File: src/rtl/register_file_pkg.sv
// Shared types and helpers for the multi-port register file: default widths,
// the write-port request record and the byte-lane merge used by every write path.
package register_file_pkg;

  localparam int DEFAULT_DATA_WIDTH = 32;
  localparam int DEFAULT_REG_COUNT  = 32;
  localparam int DEFAULT_READ_PORTS = 2;

  // Requests are carried at a fixed maximum width so one record type serves any instance.
  localparam int MAX_DATA_WIDTH = 256;
  localparam int MAX_STRB_WIDTH = MAX_DATA_WIDTH / 8;
  localparam int MAX_ADDR_WIDTH = 16;

  typedef struct packed {
    logic                      enabled;
    logic [MAX_ADDR_WIDTH-1:0] address;
    logic [MAX_STRB_WIDTH-1:0] strobe;
    logic [MAX_DATA_WIDTH-1:0] data;
  } write_req_t;

  function automatic logic [MAX_DATA_WIDTH-1:0] merge_bytes(
    input logic [MAX_DATA_WIDTH-1:0] old_value,
    input logic [MAX_DATA_WIDTH-1:0] new_value,
    input logic [MAX_STRB_WIDTH-1:0] strobe
  );
    logic [MAX_DATA_WIDTH-1:0] merged;
    merged = old_value;
    for (int b = 0; b < MAX_STRB_WIDTH; b++) begin
      if (strobe[b]) begin
        merged[b*8 +: 8] = new_value[b*8 +: 8];
      end
    end
    return merged;
  endfunction

endpackage

File: src/rtl/register_file_write_merge.sv
// Next value and write-hit of one register given both write ports; port 1 is applied
// after port 0 so it wins on lanes both ports strobe.
module register_file_write_merge
  import register_file_pkg::*;
#(
  parameter int DATA_WIDTH = DEFAULT_DATA_WIDTH,
  parameter int ADDR_WIDTH = 5
)(
  input  logic [ADDR_WIDTH-1:0] index,
  input  logic [DATA_WIDTH-1:0] stored,
  input  write_req_t            port0,
  input  write_req_t            port1,
  output logic [DATA_WIDTH-1:0] next_value,
  output logic                  hit
);

  logic [MAX_ADDR_WIDTH-1:0] index_ext;
  logic                      hit0;
  logic                      hit1;
  logic [MAX_DATA_WIDTH-1:0] stored_ext;
  logic [MAX_DATA_WIDTH-1:0] stage0;
  logic [MAX_DATA_WIDTH-1:0] stage1;
  logic                      unused_stage;

  assign index_ext  = MAX_ADDR_WIDTH'(index);
  assign stored_ext = MAX_DATA_WIDTH'(stored);
  assign hit0 = port0.enabled && (port0.address == index_ext);
  assign hit1 = port1.enabled && (port1.address == index_ext);

  assign stage0 = hit0 ? merge_bytes(stored_ext, port0.data, port0.strobe) : stored_ext;
  assign stage1 = hit1 ? merge_bytes(stage0, port1.data, port1.strobe) : stage0;

  assign next_value   = stage1[DATA_WIDTH-1:0];
  assign hit          = hit0 || hit1;
  // Padding lanes above DATA_WIDTH are never looked at.
  assign unused_stage = ^stage1;

endmodule

File: src/rtl/multi_port_register_file.sv
// Architectural register file: combinational read ports with optional write bypass,
// two byte-strobed write ports and a per-register pending scoreboard.
module multi_port_register_file
  import register_file_pkg::*;
#(
  parameter int DATA_WIDTH = DEFAULT_DATA_WIDTH,
  parameter int REG_COUNT  = DEFAULT_REG_COUNT,
  parameter int READ_PORTS = DEFAULT_READ_PORTS,
  parameter int ZERO_REG   = 1,
  parameter int BYPASS     = 1,
  localparam int ADDR_WIDTH = $clog2(REG_COUNT),
  localparam int STRB_WIDTH = DATA_WIDTH / 8
)(
  input  logic                             clock,
  input  logic                             reset_n,
  input  logic [READ_PORTS*ADDR_WIDTH-1:0] read_address,
  output logic [READ_PORTS*DATA_WIDTH-1:0] read_data,
  output logic [READ_PORTS-1:0]            read_pending,
  input  logic [1:0]                       write_enabled,
  input  logic [2*ADDR_WIDTH-1:0]          write_address,
  input  logic [2*STRB_WIDTH-1:0]          write_strobe,
  input  logic [2*DATA_WIDTH-1:0]          write_data,
  input  logic                             pending_set_enabled,
  input  logic [ADDR_WIDTH-1:0]            pending_set_address
);

  write_req_t            requests    [2];
  logic [DATA_WIDTH-1:0] regs_reg    [REG_COUNT];
  logic                  pending_reg [REG_COUNT];

  genvar gi;

  // Gating with reset_n keeps writes out of the bypass path while reset is held.
  generate
    for (gi = 0; gi < 2; gi++) begin : g_req
      assign requests[gi] = {write_enabled[gi] & reset_n,
                             MAX_ADDR_WIDTH'(write_address[gi*ADDR_WIDTH +: ADDR_WIDTH]),
                             MAX_STRB_WIDTH'(write_strobe[gi*STRB_WIDTH +: STRB_WIDTH]),
                             MAX_DATA_WIDTH'(write_data[gi*DATA_WIDTH +: DATA_WIDTH])};
    end
  endgenerate

  generate
    for (gi = 0; gi < REG_COUNT; gi++) begin : g_reg
      if (ZERO_REG != 0 && gi == 0) begin : g_zero
        always_ff @(posedge clock or negedge reset_n) begin
          if (!reset_n) begin
            regs_reg[gi]    <= '0;
            pending_reg[gi] <= 1'b0;
          end else begin
            regs_reg[gi]    <= '0;
            pending_reg[gi] <= 1'b0;
          end
        end
      end else begin : g_live
        logic [DATA_WIDTH-1:0] value_next;
        logic                  hit;
        logic                  pending_next;

        register_file_write_merge #(
          .DATA_WIDTH (DATA_WIDTH),
          .ADDR_WIDTH (ADDR_WIDTH)
        ) u_merge (
          .index      (ADDR_WIDTH'(gi)),
          .stored     (regs_reg[gi]),
          .port0      (requests[0]),
          .port1      (requests[1]),
          .next_value (value_next),
          .hit        (hit)
        );

        // A new producer marked this cycle outranks a writeback of the old one.
        assign pending_next = (pending_set_enabled && pending_set_address == ADDR_WIDTH'(gi))
                            || (pending_reg[gi] && !hit);

        always_ff @(posedge clock or negedge reset_n) begin
          if (!reset_n) begin
            regs_reg[gi]    <= '0;
            pending_reg[gi] <= 1'b0;
          end else begin
            regs_reg[gi]    <= value_next;
            pending_reg[gi] <= pending_next;
          end
        end
      end
    end
  endgenerate

  generate
    for (gi = 0; gi < READ_PORTS; gi++) begin : g_read
      logic [ADDR_WIDTH-1:0] address;
      logic [DATA_WIDTH-1:0] value;

      assign address = read_address[gi*ADDR_WIDTH +: ADDR_WIDTH];

      if (BYPASS != 0) begin : g_bypass
        logic unused_hit;
        register_file_write_merge #(
          .DATA_WIDTH (DATA_WIDTH),
          .ADDR_WIDTH (ADDR_WIDTH)
        ) u_bypass (
          .index      (address),
          .stored     (regs_reg[address]),
          .port0      (requests[0]),
          .port1      (requests[1]),
          .next_value (value),
          .hit        (unused_hit)
        );
      end else begin : g_stored
        assign value = regs_reg[address];
      end

      assign read_data[gi*DATA_WIDTH +: DATA_WIDTH] =
        (ZERO_REG != 0 && address == '0) ? '0 : value;
      assign read_pending[gi] = pending_reg[address];
    end
  endgenerate

endmodule

File: config.mk
export PLATFORM = sky130hd
export DESIGN_NAME = multi_port_register_file
export DESIGN_NICKNAME = d
export VERILOG_FILES = /design/src/rtl/register_file_pkg.sv /design/src/rtl/register_file_write_merge.sv /design/src/rtl/multi_port_register_file.sv
export SDC_FILE = /design/constraint.sdc
export NUM_CORES = 2
export LEC_CHECK = 0
export BUFFER_PORTS_ARGS = -buffer_cell sky130_fd_sc_hd__buf_4
export CAP_MARGIN = 25
export CORE_MARGIN = 5
export CORE_UTILIZATION = 30
export CTS_CLUSTER_DIAMETER = 200
export CTS_CLUSTER_SIZE = 40
export DETAILED_ROUTE_END_ITERATION = 12
export PLACE_DENSITY = 0.51
export SETUP_SLACK_MARGIN = 0.5
export SYNTH_ARGS = -nofsm -noshare
export SYNTH_HDL_FRONTEND = slang
export SYNTH_SLANG_ARGS = --single-unit
File: constraint.sdc
create_clock -name clock -period 3.2 [get_ports clock]
set_clock_uncertainty 0.05 [all_clocks]
set_input_delay 0.48 -clock clock [delete_from_list [all_inputs] [get_ports clock]]
set_output_delay 0.48 -clock clock [all_outputs]
set_load 0.03 [all_outputs]
---- After elaboration in Yosys (flattened, before gate mapping) ----
Index checks and enable logic that the tools add are counted.
cells by class
  reduce and logical (&&, ||, !) cells .... 223
  muxes and demuxes ....................... 344
  equal/unequal tests ..................... 97
  bitwise logic cells ..................... 4
  magnitude comparators ................... 2
operators with widths
  operator            count
  $mux 32             72
  $mux 8              264
  $bmux 32 s5         2
  $eq 5x5->1 const B  48
  $logic_and 1x1->1   128
  $eq 5x4->1 const B  24
  $logic_or 1x1->1    62
  $eq 5x3->1 const B  12
  $logic_not 1->1     31
  $eq 5x2->1 const B  6
  $eq 5x5->1          4
  $eq 5x1->1 const B  3
  $ge 6x6->1 const B  2
  $not 5->6           2
  $bmux 1 s5          2
  $logic_not 5->1     2
  $mux 1              4
  $and 1x1->1         2
storage, ports and cells
  flip-flop bits (word level) ............. 1,023
  output and inout port bits .............. 66
  word-level logic and storage cells ...... 732

---- Depth between registers and ports, before layout ----
  depth in word-level cells ............... 9
  depth in mapped cells ................... 10
  depth with buffers taken out ............ 6

---- Cells and area by module ----
A second synthesis with hierarchy kept.
second synthesis, totals
  cell total of the unflattened synthesis .. 7,113
  area total of the unflattened synthesis .. 74,662.9 um^2
modules (own cells, without submodules)
  module                     cells each  area each (um^2)  instances
  multi_port_register_file   2,592       43,117.6          1
  register_file_write_merge  137         955.9             33

---- Worst setup path before layout ----
No wires, ideal clock.
  kind .................................... input -> output
  start point ............................. input write_address[5]
  end point ............................... output read_data[15]
  data required time ...................... 2,670 ps
  setup slack ............................. 120 ps
  arrival ................................. 2,550 ps
  cell stages on the path ................. 9
  path through ............................ buf_2 > xnor2_1 > nand4_1 > nor3_4 > buf_6 > and3_1 > buf_2 > a22oi_1 > a211oi_1
on the way
  word-level cells in the longest chain between the ends .. 4
RTL lines
  what                line                             source
  start: declaration  multi_port_register_file.sv:20   input logic [2*ADDR_WIDTH-1:0] write_address,
  $eq 5x5->1          register_file_write_merge.sv:28  assign hit1 = port1.enabled && (port1.address == index_ext);
  $logic_and 1x1->1   register_file_write_merge.sv:28
  $mux 32             register_file_write_merge.sv:31  assign stage1 = hit1 ? merge_bytes(stage0, port1.data, port1.strobe) : stage0;
  $mux 32             multi_port_register_file.sv:114  (ZERO_REG != 0 && address == '0) ? '0 : value;
  end: declaration    multi_port_register_file.sv:17   output logic [READ_PORTS*DATA_WIDTH-1:0] read_data,
Every way passes these cells.

---- Final worst setup path ----
  start point ............................. register regs_reg[607] in the netlist's numbering
  end point ............................... output read_data[31]
on the way
  word-level cells in the longest chain between the ends .. 8
RTL lines
  what                                           line                             source
  start: declaration                             multi_port_register_file.sv:28   logic [DATA_WIDTH-1:0] regs_reg [REG_COUNT];
  start signal: indexed assignment               multi_port_register_file.sv:81   regs_reg[gi] <= value_next;
  $bmux 32 s5 *                                  multi_port_register_file.sv:103  .stored (regs_reg[address]),
  $mux 32 (not written as such) * (2 in series)  multi_port_register_file.sv:103
  $mux 8                                         register_file_pkg.sv:29          if (strobe[b]) begin
  $mux 32 *                                      register_file_write_merge.sv:30  assign stage0 = hit0 ? merge_bytes(stored_ext, port0.data, port0.strobe) : stored_ext;
  $mux 8                                         register_file_pkg.sv:29
  $mux 32 *                                      register_file_write_merge.sv:31
  $mux 32 *                                      multi_port_register_file.sv:114
Every way passes the cells marked *; elsewhere a longest branch is shown, timed or not. The select of a mux whose other input is x is not followed.

==> metrics.txt <==
# TYPE chip_impl_metric gauge
chip_impl_info{name="outcome",value="finished with violations"} 1
chip_impl_info{name="violations",value="setup timing"} 1
chip_impl_metric{name="maximum_number_of_pins_on_one_net_before_global_route_repair",unit=""} 155
chip_impl_metric{name="critical_path.max_fanout",unit=""} 2
chip_impl_metric{name="wire_per_inst",unit="um"} 29.2
chip_impl_metric{name="fin_hold_ws",unit="ps"} 54.5
chip_impl_info{name="globalRoute.busiestLayer",value="met2"} 1
chip_impl_metric{name="die_h",unit="um"} 482
chip_impl_metric{name="timing.slew.headroom",unit="%"} 30.6
chip_impl_metric{name="final-hold-violation-count",unit=""} 0
chip_impl_metric{name="antenna_violations_before_repair",unit=""} 30
chip_impl_metric{name="fp.coreArea",unit="um^2"} 222000
chip_impl_metric{name="first_global_vias",unit=""} 57400
chip_impl_metric{name="dp.final_hpwl",unit="um"} 213000
chip_impl_metric{name="cell_internal_pwr",unit="uW"} 23100
chip_impl_metric{name="avgSynthCellArea",unit="um^2"} 9.49
chip_impl_metric{name="grt.met3_usage",unit="%"} 4.04
chip_impl_metric{name="wirelength",unit="um"} 304000
chip_impl_metric{name="first_iter_violations",unit=""} 7290
chip_impl_metric{name="p_leak",unit="uW"} 0.0417
chip_impl_metric{name="net_count_final",unit=""} 7494
chip_impl_metric{name="number_of_h_tree_levels",unit=""} 1
chip_impl_metric{name="ios",unit=""} 168
chip_impl_metric{name="edff_count_synth",unit=""} 0
chip_impl_info{name="worstSetupStartpoint",value="regs_reg[607]$_DFF_PN0_"} 1
chip_impl_metric{name="fin_crit_sh",unit="%"} 106
chip_impl_info{name="layout.cells.most_common_list",value="1544 x sky130_fd_sc_hd__mux2i_1, 1106 x sky130_fd_sc_hd__nor2_1, 1021 x sky130_fd_sc_hd__dfrtp_1"} 1
chip_impl_metric{name="route.detailed.vias_per_inst",unit=""} 5.77
chip_impl_metric{name="ir_drop",unit="V"} 0.000474
chip_impl_metric{name="p_total",unit="uW"} 36200
chip_impl_metric{name="layout_setup_ws",unit="ps"} -179
chip_impl_metric{name="transition_time_at_the_pin_with_the_least_slew_margin",unit="ps"} 1040
chip_impl_metric{name="final.min_clock_period",unit="ps"} 3380
chip_impl_metric{name="worstPathRequired",unit="ps"} 2670
chip_impl_metric{name="firstDrtPassIters",unit=""} 9
chip_impl_metric{name="power_switching",unit="uW"} 13100
chip_impl_metric{name="count_of_filler_cells_inserted_in_the_layout",unit=""} 22000
chip_impl_metric{name="drc",unit=""} 0
chip_impl_info{name="min-delay-path-class",value="primary input to flip-flop"} 1
chip_impl_metric{name="stdcell_count",unit=""} 10400
chip_impl_info{name="master_cell_of_the_clock_root_buffer",value="sky130_fd_sc_hd__clkbuf_16"} 1
chip_impl_metric{name="global_route.usage.met1",unit="%"} 33.3
chip_impl_metric{name="rrSetupSlack",unit="ps"} 2110
chip_impl_metric{name="clock_insertion_delay_at_the_later_pin_of_the_skew_report",unit="ps"} 770
chip_impl_info{name="end_of_the_worst_register_to_register_path",value="regs_reg[8]$_DFF_PN0_"} 1
chip_impl_info{name="layout.cells.most_common",value="sky130_fd_sc_hd__mux2i_1"} 1
chip_impl_metric{name="pwr-share-clk",unit="%"} 16.7
chip_impl_metric{name="areaGrowthSynthToFinish",unit="%"} 22.7
chip_impl_info{name="tritoncts_clock_tree",value="built"} 1
chip_impl_metric{name="ys_types",unit=""} 65
chip_impl_metric{name="globalRoute.totalOverflow",unit=""} 0
chip_impl_metric{name="dp.cells",unit=""} 10100
chip_impl_metric{name="synth-seq-cells",unit=""} 1023
chip_impl_metric{name="worst-endpoint-arrival",unit="ps"} 2850
chip_impl_metric{name="final_antenna_net_count",unit=""} 0
chip_impl_metric{name="ys.warnings.count",unit=""} 0
chip_impl_metric{name="clk_path_buf_depth",unit=""} 3
chip_impl_metric{name="grtUsageMet2",unit="%"} 39.5
chip_impl_metric{name="synth_nets",unit=""} 7144
chip_impl_metric{name="pwr-share-seq",unit="%"} 48.8
chip_impl_metric{name="detailroute.via_count",unit=""} 60000
chip_impl_metric{name="synth_async_sr_flop_share",unit="%"} 100
chip_impl_metric{name="drv.max_cap_violation_count",unit=""} 0
chip_impl_metric{name="logic_gate_share_of_total_power",unit="%"} 34.5
chip_impl_metric{name="final_core_util",unit="%"} 37.0
chip_impl_metric{name="gpl.final_weighted_congestion",unit=""} 0.981
chip_impl_metric{name="post_synth_instance_area",unit="um^2"} 66800
chip_impl_info{name="rsz0062_at_grt",value="yes"} 1
chip_impl_metric{name="floorplan.die_area",unit="um^2"} 232000
chip_impl_info{name="yosys_most_used_dff",value="sky130_fd_sc_hd__dfrtp_1"} 1
chip_impl_metric{name="synth_sequential_area_ratio",unit="%"} 38.3
chip_impl_metric{name="setup_viol",unit=""} 30
chip_impl_metric{name="drive_above_1_share",unit="%"} 24.5
chip_impl_metric{name="cellPowerDensity",unit="nW/um^2"} 441
chip_impl_info{name="worstSetupEndpointType",value="primary output"} 1
chip_impl_metric{name="netlist_instances",unit=""} 7042
chip_impl_metric{name="clock_pin_slew_of_the_registers_on_the_worst_case_setup_and_hold_paths",unit="ps"} 170
chip_impl_metric{name="floorplan.rows",unit=""} 173
chip_impl_metric{name="numCtsBuffers",unit=""} 29
chip_impl_info{name="termination_of_the_worst_setup_path",value="read_data[31]"} 1
chip_impl_metric{name="timing.final.max_slew_violations",unit=""} 0
chip_impl_metric{name="port-buffer-count",unit=""} 167
chip_impl_metric{name="ff2ff_path_depth",unit=""} 4
chip_impl_metric{name="fmaxAchievable",unit="MHz"} 296
chip_impl_metric{name="start_util",unit="%"} 30.1
chip_impl_info{name="crit_type",value="flip-flop to primary output"} 1
chip_impl_metric{name="grt_util_all_layers",unit="%"} 25.1
chip_impl_metric{name="die_w",unit="um"} 482
chip_impl_metric{name="clock-sinks",unit=""} 1023
chip_impl_metric{name="first_pass_grt_wire_length",unit="um"} 432000
chip_impl_metric{name="number_of_flip_flops_in_the_largest_register",unit=""} 992
chip_impl_info{name="crit-reg2reg-launch",value="regs_reg[8]$_DFF_PN0_"} 1
chip_impl_info{name="timing.critical_path.from_type",value="flip-flop"} 1
chip_impl_metric{name="power_switching_share",unit="%"} 36.1
[worst max-delay path: stages (launching register included)]
cell and delay [ps]:
sky130_fd_sc_hd__dfrtp_1 430, sky130_fd_sc_hd__mux4_2 470, sky130_fd_sc_hd__mux2_4 300, sky130_fd_sc_hd__a21oi_4 120, sky130_fd_sc_hd__buf_6 130, sky130_fd_sc_hd__nor4_4 40, sky130_fd_sc_hd__buf_4 160, sky130_fd_sc_hd__a221o_1 280
sky130_fd_sc_hd__buf_6 150
[final cells by class]
cell class,instances,area (um^2),share of cell area [%]
Clock buffer,29,726,0.885
Tap cell,2975,3720,4.54
Timing Repair Buffer,1006,10600,12.9
Antenna cell,32,80.1,0.0977
Clock inverter,2,20.0,0.0244
Multi-Input combinational cell,5324,41200,50.3
Inverter,8,30.0,0.0366
Sequential cell,1023,25600,31.2
[kinds of logic (layout without fill, tap and decap cells)]
kind of cell              Yosys count  after routing  synth area share (%)
buffers and inverters             695           1045                  4.68
other                               0             32                     0
AOI/OAI and AO/OA                1761           1761                  16.1
xor gates and xnor gates           20             20                 0.262
DFF                              1023           1023                  38.3
muxes                            1845           1845                  30.3
and+or+nand+nor                  1698           1698                  10.3
[cells in the mapped netlist, types with 2 or more instances]
cell type / count / area (um^2)
sky130_fd_sc_hd__a22oi_1: 206 / 1550
sky130_fd_sc_hd__or4_4: 2 / 22.5
sky130_fd_sc_hd__mux2i_1: 1570 / 15700
sky130_fd_sc_hd__dfrtp_1: 1023 / 25600
sky130_fd_sc_hd__buf_1: 83 / 312
sky130_fd_sc_hd__inv_2: 2 / 7.51
sky130_fd_sc_hd__o31ai_1: 15 / 113
sky130_fd_sc_hd__a221oi_1: 99 / 867
sky130_fd_sc_hd__nand3_1: 7 / 35.0
sky130_fd_sc_hd__o31a_1: 7 / 61.3
sky130_fd_sc_hd__a221oi_2: 2 / 30.0
sky130_fd_sc_hd__nor2_2: 3 / 18.8
sky130_fd_sc_hd__nand4_1: 4 / 25.0
sky130_fd_sc_hd__and3b_1: 2 / 17.5
sky130_fd_sc_hd__o21ai_0: 35 / 175
sky130_fd_sc_hd__nor3_1: 40 / 200
sky130_fd_sc_hd__inv_1: 6 / 22.5
sky130_fd_sc_hd__mux2_2: 146 / 1640
sky130_fd_sc_hd__or2_2: 3 / 18.8
sky130_fd_sc_hd__o21ai_1: 30 / 150
sky130_fd_sc_hd__a31oi_1: 30 / 188
sky130_fd_sc_hd__a211oi_1: 61 / 458
sky130_fd_sc_hd__xnor2_1: 17 / 149
sky130_fd_sc_hd__nand2_1: 384 / 1440
sky130_fd_sc_hd__nor2b_1: 77 / 482
sky130_fd_sc_hd__nor2_1: 1119 / 4200
sky130_fd_sc_hd__nand2b_1: 15 / 93.8
sky130_fd_sc_hd__a2111oi_0: 28 / 245
sky130_fd_sc_hd__xor2_1: 3 / 26.3
sky130_fd_sc_hd__a22o_1: 88 / 771
sky130_fd_sc_hd__o22ai_1: 72 / 450
sky130_fd_sc_hd__nor4_1: 5 / 31.3
sky130_fd_sc_hd__o2bb2ai_1: 2 / 17.5
sky130_fd_sc_hd__buf_6: 19 / 214
sky130_fd_sc_hd__a221o_1: 41 / 410
sky130_fd_sc_hd__buf_4: 63 / 473
sky130_fd_sc_hd__and3_1: 18 / 113
sky130_fd_sc_hd__clkbuf_1: 420 / 1580
sky130_fd_sc_hd__mux4_2: 128 / 2880
sky130_fd_sc_hd__and2_1: 4 / 25.0
sky130_fd_sc_hd__or2_1: 3 / 18.8
sky130_fd_sc_hd__buf_2: 101 / 505
sky130_fd_sc_hd__a21oi_1: 1036 / 5180
sky130_fd_sc_hd__nor3_2: 2 / 20.0
[what timing repair did]
action / CTS / global route
hold endpoints to repair: 123 / 0
buffers inserted: 148 / 47
cloned: 15 / 3
hold buffers: 1 / 0
endpoints found under the setup margin: 66 / 1235
pin swaps: 180 / 118
resized for setup: 617 / 237
[metal layers]
| metal | wire [um] | vias up | share of wire (%) |
|---|---|---|---|
| met1 | 123000 | 30000 | 40 |
| met3 | 25500 | 669 | 8.4 |
| met5 | 27 | - | 0.0089 |
| met4 | 19200 | 4 | 6.3 |
| met2 | 137000 | 3090 | 45 |
| li1 | - | 26200 | - |
[metrics by stage]
stage	cell area, um^2	setup TNS, ps	setup slack (ps)
2_1_floorplan	66900	0	453
6_report	82000	-1170	-179
4_1_cts	80300	-1400	-202
3_3_place_gp	74900	-14110	-694
3_5_place_dp	74900	-13340	-645
5_1_grt	82000	-2290	-238
[worst min path at each step]
stage | startpoint | to | slack, ps | cells after the start
2_1_floorplan | reset_n | pending_reg[0]$_DFF_PN0_ | 130 | 0
3_3_place_gp | pending_reg[12]$_DFF_PN0_ | pending_reg[12]$_DFF_PN0_ | 450 | 1
3_5_place_dp | pending_reg[1]$_DFF_PN0_ | pending_reg[1]$_DFF_PN0_ | 450 | 1
4_1_cts | write_data[41] | regs_reg[969]$_DFF_PN0_ | 20 | 3
5_1_grt | write_data[41] | regs_reg[745]$_DFF_PN0_ | 30 | 3
6_report | write_data[43] | regs_reg[363]$_DFF_PN0_ | 50 | 3
[power by group through the flow]
| stage | registers, uW | logic [uW] | clock network, uW |
|---|---|---|---|
| floorplan | 17000 | 7000 | 0 |
| global placement | 17700 | 10300 | 0 |
| CTS | 17600 | 11800 | 6170 |
| detailed placement | 17800 | 10500 | 0 |
| global route | 17900 | 13200 | 6540 |
| finish | 17700 | 12500 | 6050 |
Note: power is estimated with default switching activity, not from simulation.
